==> config.mk <==
export PLATFORM = sky130hd
export DESIGN_NAME = tmds_serializer_nch
export DESIGN_NICKNAME = d
export VERILOG_FILES = /design/src/rtl/tmds_pkg.sv /design/src/rtl/tmds_lane_shifter.sv /design/src/rtl/tmds_serializer_nch.sv
export SDC_FILE = /design/constraint.sdc
export NUM_CORES = 1
export LEC_CHECK = 0
export ABC_CLOCK_PERIOD_IN_PS = 1950
export BUFFER_PORTS_ARGS = -buffer_cell sky130_fd_sc_hd__buf_4
export CORE_MARGIN = 8
export CORE_UTILIZATION = 50
export DETAILED_ROUTE_END_ITERATION = 7
export HOLD_SLACK_MARGIN = 0.15
export PLACE_DENSITY = 0.75
export REMOVE_ABC_BUFFERS = 1
export SLEW_MARGIN = 20
export SYNTH_ARGS = -nofsm -noshare
export SYNTH_HDL_FRONTEND = slang
export SYNTH_SLANG_ARGS = --single-unit
==> constraint.sdc <==
create_clock -name i_tmdsclk -period 1.95 [get_ports i_tmdsclk]
set_clock_uncertainty 0.05 [all_clocks]
set_input_delay 0.0975 -clock i_tmdsclk [delete_from_list [all_inputs] [get_ports i_tmdsclk]]
set_output_delay 0.0975 -clock i_tmdsclk [all_outputs]
set_load 0.005 [all_outputs]
==> src/rtl/tmds_pkg.sv <==
// rtl/tmds_pkg.sv - shared TMDS constants and helpers
package tmds_pkg;

  // Native TMDS symbol width
  localparam int TMDS_WORD_W = 10;

  // TMDS control-period symbols, indexed by {C1,C0}
  localparam logic [TMDS_WORD_W-1:0] TMDS_CTRL_00 = 10'b1101010100;
  localparam logic [TMDS_WORD_W-1:0] TMDS_CTRL_01 = 10'b0010101011;
  localparam logic [TMDS_WORD_W-1:0] TMDS_CTRL_10 = 10'b0101010100;
  localparam logic [TMDS_WORD_W-1:0] TMDS_CTRL_11 = 10'b1010101011;

  // Symbol inserted whenever the source fails to supply data in time
  localparam logic [TMDS_WORD_W-1:0] TMDS_IDLE_WORD = TMDS_CTRL_00;

  // Width of the underflow event counter
  localparam int UFLOW_CNT_W = 16;

  // Increment that sticks at all-ones instead of wrapping
  function automatic logic [UFLOW_CNT_W-1:0] sat_inc(input logic [UFLOW_CNT_W-1:0] v);
    return (&v) ? v : v + 1'b1;
  endfunction

endpackage

==> src/rtl/tmds_lane_shifter.sv <==
// rtl/tmds_lane_shifter.sv - one lane: parallel load, serial shift out
module tmds_lane_shifter
  import tmds_pkg::*;
#(
  parameter int                WORD_W    = 10,
  parameter int                MSB_FIRST = 0,
  parameter logic [WORD_W-1:0] IDLE_WORD = WORD_W'(TMDS_IDLE_WORD)
) (
  input  logic              clk,
  input  logic              rst_n,
  input  logic              load,
  input  logic [WORD_W-1:0] load_data,
  output logic              serial
);

  logic [WORD_W-1:0] sh;

  // Load a fresh symbol at the symbol boundary, otherwise move the next bit into the output position
  always_ff @(posedge clk or negedge rst_n) begin
    if (!rst_n) begin
      sh <= IDLE_WORD;
    end else if (load) begin
      sh <= load_data;
    end else if (MSB_FIRST != 0) begin
      sh <= {sh[WORD_W-2:0], 1'b0};
    end else begin
      sh <= {1'b0, sh[WORD_W-1:1]};
    end
  end

  // Output bit is taken straight from a flop so every lane switches on the same edge
  assign serial = (MSB_FIRST != 0) ? sh[WORD_W-1] : sh[0];

endmodule

==> src/rtl/tmds_serializer_nch.sv <==
// rtl/tmds_serializer_nch.sv - multi-lane TMDS serializer with idle insertion
module tmds_serializer_nch
  import tmds_pkg::*;
#(
  parameter int                NUM_CH    = 3,
  parameter int                WORD_W    = 10,
  parameter logic [WORD_W-1:0] IDLE_WORD = WORD_W'(TMDS_IDLE_WORD),
  parameter int                MSB_FIRST = 0
) (
  input  logic                     i_tmdsclk,
  input  logic                     i_reset_n,
  input  logic [NUM_CH*WORD_W-1:0] i_data,
  input  logic                     i_valid,
  output logic                     o_ready,
  output logic [NUM_CH-1:0]        o_serial,
  output logic                     o_clk_serial,
  output logic                     o_word_strobe,
  output logic                     o_underflow,
  input  logic                     i_clear_underflow,
  output logic [UFLOW_CNT_W-1:0]   o_underflow_cnt
);

  localparam int CNT_W = $clog2(WORD_W);

  if ((WORD_W % 2) != 0 || WORD_W < 4 || NUM_CH < 1) begin : g_param_check
    $error("tmds_serializer_nch: WORD_W must be even and >= 4, NUM_CH must be >= 1");
  end

  logic [CNT_W-1:0]         bit_cnt;
  logic                     full;
  logic                     armed;
  logic [NUM_CH*WORD_W-1:0] buf_q;
  logic [NUM_CH*WORD_W-1:0] load_data;
  logic                     load;
  logic                     xfer;

  assign load      = (bit_cnt == CNT_W'(WORD_W - 1));
  assign o_ready   = !full || load;
  assign xfer      = i_valid && o_ready;
  assign load_data = full ? buf_q : {NUM_CH{IDLE_WORD}};

  assign o_clk_serial  = (bit_cnt < CNT_W'(WORD_W / 2));
  assign o_word_strobe = (bit_cnt == '0);

  // Bit position within the current symbol period
  always_ff @(posedge i_tmdsclk or negedge i_reset_n) begin
    if (!i_reset_n) begin
      bit_cnt <= '0;
    end else if (load) begin
      bit_cnt <= '0;
    end else begin
      bit_cnt <= bit_cnt + 1'b1;
    end
  end

  // Holding buffer: only a transfer writes it, so a full buffer ignores i_data
  always_ff @(posedge i_tmdsclk or negedge i_reset_n) begin
    if (!i_reset_n) begin
      buf_q <= '0;
      full  <= 1'b0;
      armed <= 1'b0;
    end else if (xfer) begin
      buf_q <= i_data;
      full  <= 1'b1;
      armed <= 1'b1;
    end else if (load) begin
      full  <= 1'b0;
    end
  end

  // Idle insertions after the first accepted word are underflows; a clear takes priority
  always_ff @(posedge i_tmdsclk or negedge i_reset_n) begin
    if (!i_reset_n) begin
      o_underflow     <= 1'b0;
      o_underflow_cnt <= '0;
    end else if (i_clear_underflow) begin
      o_underflow     <= 1'b0;
      o_underflow_cnt <= '0;
    end else if (load && !full && armed) begin
      o_underflow     <= 1'b1;
      o_underflow_cnt <= sat_inc(o_underflow_cnt);
    end
  end

  for (genvar k = 0; k < NUM_CH; k++) begin : g_lane
    tmds_lane_shifter #(
      .WORD_W   (WORD_W),
      .MSB_FIRST(MSB_FIRST),
      .IDLE_WORD(IDLE_WORD)
    ) u_lane (
      .clk      (i_tmdsclk),
      .rst_n    (i_reset_n),
      .load     (load),
      .load_data(load_data[k*WORD_W +: WORD_W]),
      .serial   (o_serial[k])
    );
  end

endmodule
# ---- Word-level counts from Yosys, hierarchy flattened
# Index checks and enable logic that the tools add are counted.
# W data, S select, Z words.
dict set report word_totals {
  register_bits 83
  inputBits 34
  elab_cells 36
}
dict set report classes {
  n_addsub 2
  magnitude_cmp 1
  eq_ne 2
  muxes 12
  n_reduce_logical 10
}
# cell count
set op_table {}
lappend op_table {{$mux W16} 3}
lappend op_table {{$mux W10} 3}
lappend op_table {{$mux W30} 1}
lappend op_table {{$add A16 B1 Y16 const B} 1}
lappend op_table {{$reduce_and A16 Y1} 1}
lappend op_table {{$add A4 B1 Y4 const B} 1}
lappend op_table {{$eq A4 B4 Y1 const B} 1}
lappend op_table {{$logic_not A4 Y1} 1}
lappend op_table {{$lt A4 B3 Y1 const B} 1}
lappend op_table {{$mux W1} 4}
lappend op_table {{$mux W4} 1}
lappend op_table {{$reduce_bool A2 Y1} 2}
lappend op_table {{$logic_and A1 B1 Y1} 3}
lappend op_table {{$ne A2 B2 Y1 const B} 1}
lappend op_table {{$reduce_and A2 Y1} 1}
lappend op_table {{$logic_not A1 Y1} 1}
lappend op_table {{$logic_or A1 B1 Y1} 1}

# ---- Logic depth before layout (Yosys ltp)
dict set report depth {
  ltp_word 5
  depth_mapped 9
  depth_no_buf 6
}

# ---- By module
# Synthesis repeated with hierarchy kept, for this count alone.
dict set report unflattened {
  cells_unflattened 282
  hier_area_um2 3784.9
}
# mod instances cells_each area_per_inst_um2 seq_area_each_um2
set by_module_without_submodules {}
lappend by_module_without_submodules {tmds_serializer_nch 1 219 2553.7 1326.3}
lappend by_module_without_submodules {tmds_lane_shifter 3 21 410.4 256.5}

# ---- Worst setup path after synthesis
# OpenSTA, ideal clock, no wires.
dict set report synth_timing {
  kind {flip-flop to flip-flop}
  from {register bit_cnt[2]}
  to {register buf_q[0]}
  setup_time_ns 0.125
  arrival_ns 1.670
  required_time_ns 1.775
  slack_ns 0.105
  stages_incl_launch_ff 8
  n_path_buf 3
  period_less_slack_ns 1.845
  path_cell_list {dfrtp_1 > nand4bb_1 > buf_2 > nand2_1 > and2_1 > buf_2 > buf_2 > mux2_2}
}
dict set report synth_between {
  elab_chain_cells 3
}
# item line_no
set synth_lines {}
lappend synth_lines {{start, declared} tmds_serializer_nch.sv:29} ;# logic [CNT_W-1:0] bit_cnt;
lappend synth_lines {{start signal, assigned} tmds_serializer_nch.sv:52} ;# bit_cnt <= bit_cnt + 1'b1;
lappend synth_lines {{$eq A4 B4 Y1} tmds_serializer_nch.sv:37} ;# assign load = (bit_cnt == CNT_W'(WORD_W - 1));
lappend synth_lines {{$logic_or A1 B1 Y1} tmds_serializer_nch.sv:38} ;# assign o_ready = !full || load;
lappend synth_lines {{net o_ready} tmds_serializer_nch.sv:14} ;# output logic o_ready,
lappend synth_lines {{$logic_and A1 B1 Y1} tmds_serializer_nch.sv:39} ;# assign xfer = i_valid && o_ready;
lappend synth_lines {{end signal, assigned} tmds_serializer_nch.sv:63} ;# buf_q <= i_data;
lappend synth_lines {{end, declared} tmds_serializer_nch.sv:32} ;# logic [NUM_CH*WORD_W-1:0] buf_q;
# The timed path passes the listed nets, and every way through them passes these cells.
# A chain may end at the register's enable or synchronous reset.

# ---- Worst setup path in the final report
dict set report layout_timing {
  from {register o_underflow_cnt[3]}
  to {register o_underflow_cnt[2]}
}
dict set report layout_between {
  elab_chain_cells 3
}
# item line_no
set layout_lines {}
lappend layout_lines {{start, declared} tmds_serializer_nch.sv:20} ;# output logic [UFLOW_CNT_W-1:0] o_underflow_cnt
lappend layout_lines {{start signal, assigned} tmds_serializer_nch.sv:81} ;# o_underflow_cnt <= sat_inc(o_underflow_cnt);
lappend layout_lines {{$reduce_and A16 Y1} tmds_pkg.sv:21} ;# return (&v) ? v : v + 1'b1;
lappend layout_lines {{$ne A2 B2 Y1 (no source line)} n/a}
lappend layout_lines {{$reduce_and A2 Y1 (no source line)} n/a}
# Every way passes these cells.

==> run_results.csv <==
group,metric,value,unit
run_status,status,"finished clean",
clocking,post_cts_buffers,0,
power_and_ir_drop,intPower,2.53,mW
place,gp_congestion,0.816,
power_and_ir_drop,powerDensity,715,nW/µm²
place,port_buffers,56,
final_layout,regArea,2100,µm²
critical_path,max_stage_delay,0.45,ns
power_and_ir_drop,power_frac_comb,10.7,%
power_and_ir_drop,clkPwrFrac,33.1,%
grt,grt_pass1_vias,2715,
timing,setup_viol,0,
floorplan,start_util,51.9,%
clocking,cts_buffer_depth,2,
timing,finalCritPeriodShare,91.9,%
drt,firstDrtPassIters,4,
synth,synth_seq_area_share,59.1,%
synth,syn_area,3540,µm²
place,place_ws,0.0542,ns
clocking,path_clk_slew,0.09,ns
drt,detail_route.wl_per_cell,13.9,µm
synth,synthAdderAreaFrac,0.353,%
floorplan,dieWidth,100,µm
hold_path,worstHoldPathType,"in2async",
final_layout,fillers,533,
synth,synth-xor-area-share,2.47,%
power_and_ir_drop,peakVddDrop,0.468,mV
place,place_inst,471,
synth,synth_cells,321,
drt,drt-total-wl,7.21,mm
timing,finalHoldViolCount,0,
synth,synth_simple_gate_area_share,16.3,%
job,maxCapViolations,0,
synth,yosys_register_bits,83,
power_and_ir_drop,finalPower,3.37,mW
synth,ys_types,41,
grt,track_usage,15.4,%
drt,drt_iter0_drc,45,
drt,viasPerCell,5.06,
synth,synth_top_cells_by_area,"dfrtp_1 (48%), dfstp_2 (11%), mux2_2 (8.9%), nand2_1 (5.6%), o21ai_0 (4.5%)",
synth,syn_area_per_cell,11.0,µm²
critical_path,crit_path_start_kind,"register",
critical_path,arrival,1.99,ns
timing,relSlewSlack,58.7,%
place,dpl_cell_area,4180,µm²
synth,yosysWarningCount,0,
critical_path,worstPathRequired,2.15,ns
final_layout,antenna_cells,0,
final_layout,instances_no_fill,520,
final_layout,fin_util,69.0,%
synth,synth.mux.area_fraction,9.74,%
timing,tightest_slew,0.620,ns
synth,synth_compound_area_share,8.33,%
final_layout,layout_common_cells,"buf_4 (70), dfrtp_1 (68), nand2_1 (52)",
grt,grt_overflow,0,
floorplan,rows,30,
drt,ant_nets,0,
floorplan,die-height,100,µm
critical_path,critPathMaxFanout,6,
grt,antenna_found_initial,0,
grt,grt_pass1_wl,12.5,mm
synth,synth_flop_cell,"dfrtp_1",
power_and_ir_drop,p_sw,843,µW
synth,synth_top_family_by_area,"simple AND/OR/NAND/NOR gates",
synth,synth-edff-count,0,
critical_path,crit_cells,4,
final_layout,drive_gt1_share,33.7,%
final_layout,syn2layout_area_growth,32.9,%
final_layout,multi_input_area,1350,µm²
drt,vias,2631,
clocking,cts_inserted_buffers,9,
critical_path,critical_path_class,"reg2reg",
floorplan,io_pins,57,
clocking,htree_num_levels,3,
power_and_ir_drop,seqPwrFrac,56.2,%
critical_path,slowest_stage,"dfrtp_1",
final_layout,layout_commonest_cell,"buf_4",
timing,worst_slack,0.158,ns
timing,maxSlewViolCount,0,
synth,async_reset_ff_share,100,%
critical_path,critical_path.top_delay_family,"simple AND/OR/NAND/NOR gates",
synth,synth_top_area_share,48.0,%
clocking,cts_tree,"done",
floorplan,die_area,10000,µm²
grt,grt_max_degree,49,
place,dp_hpwl,4.95,mm
power_and_ir_drop,p_leak,2.10,nW
timing,timing.fmax,0.558,GHz
power_and_ir_drop,switching_share,25.0,%
floorplan,core_region_area,6830,µm²
drt,drcViolationCount,0,
critical_path,critPathBufInv,0,
clocking,cts_root_buf,"clkbuf_8",
synth,synth_top_cell_by_area,"dfrtp_1",
final_layout,finalInstanceArea,4710,µm²
critical_path,cp-end-kind,"register",
critical_path,reg2reg_depth,4,
clocking,cts_sinks,83,
timing,rsz0062_at_grt,"no",
timing,min_period,1.79,ns
critical_path,path_cells,"nand4_1 > nor2_1 > a21oi_2 > a311oi_2",
clocking,clk_latency,0.35,ns
final_layout,nets,454,
## registers in the layout (all words and copies together), names as in the netlist
name	cells
buf_q	30
g_lane.u_lane.sh	30
o_underflow_cnt	16
bit_cnt	4
armed	1
full	1
o_underflow	1
## cell families after synthesis
kind of cell    Yosys count
compound gates           49
mux                      31
fa+ha+maj                 1
flops                    83
simple gates            120
buf+inv                  27
xor+xnor                 10
## cells in the mapped netlist, drive strengths merged (2+ instances only)
library cell  instances
a311oi                2
a211oi                2
nand2                53
mux2                 28
dfrtp                68
nor2b                12
xnor2                 5
nand4                 4
buf                  11
and3                  2
nor3                  2
or2                   2
nor2                 22
xor2                  5
nand3                 8
o21ai                32
inv                   6
a21oi                 9
nand2b                3
mux2i                 3
nor4                  4
dfstp                15
and2                  2
clkbuf               10
## metrics by stage
step                hold WS (ns)  setup TNS (ns)
detailed placement         0.108               0
global route               0.318               0
CTS                        0.263               0
global placement           0.110               0
floorplan                 -0.248          -74.89
finish                     0.251               0
## power by group through the flow
stage / registers [mW] / clock network [mW] / logic [mW]
2_1_floorplan: 1.91 / 0 / 0.163
3_3_place_gp: 1.92 / 0 / 0.300
3_5_place_dp: 1.93 / 0 / 0.315
4_1_cts: 1.90 / 1.15 / 0.367
5_1_grt: 1.91 / 1.21 / 0.405
6_report: 1.89 / 1.11 / 0.360
## worst paths after layout
check | start | end | slack [ns]
max | o_underflow_cnt[3] | o_underflow_cnt[2] | 0.16
min | i_reset_n | o_underflow_cnt[9] | 0.25
max reg2reg | o_underflow_cnt[3] | o_underflow_cnt[2] | 0.16
min reg2reg | g_lane[1].u_lane.sh[1] | g_lane[1].u_lane.sh[0] | 0.41
max in group asynchronous | i_reset_n | g_lane[0].u_lane.sh[4] | 0.92
min in group i_tmdsclk | g_lane[1].u_lane.sh[1] | g_lane[1].u_lane.sh[0] | 0.41
## layer usage
metal,up-vias,track usage (%),part of all wire [%]
met3,8,4.71,5.2
met4,0,5.23,0.79
met5,-,0,0
met2,47,24.6,47
li1,1280,-,-
met1,1296,19.4,47
## layout make-up
type / count / area share [%]
clock buffer: 9 / 2.63
timing repair buffer: 108 / 20.1
sequential: 83 / 44.5
clock inverter: 7 / 1.09
multi-input combinational: 211 / 28.7
inverter: 6 / 0.478
tap: 96 / 2.55
## timing repair
item / 4_1_cts / 5_1_grt
setup endpoints to repair: 0 / 6
gates resized for setup: 0 / 5
hold buffers: 33 / 0
hold endpoints to repair: 113 / 0
No activity file was read; power rests on OpenSTA's default activity.
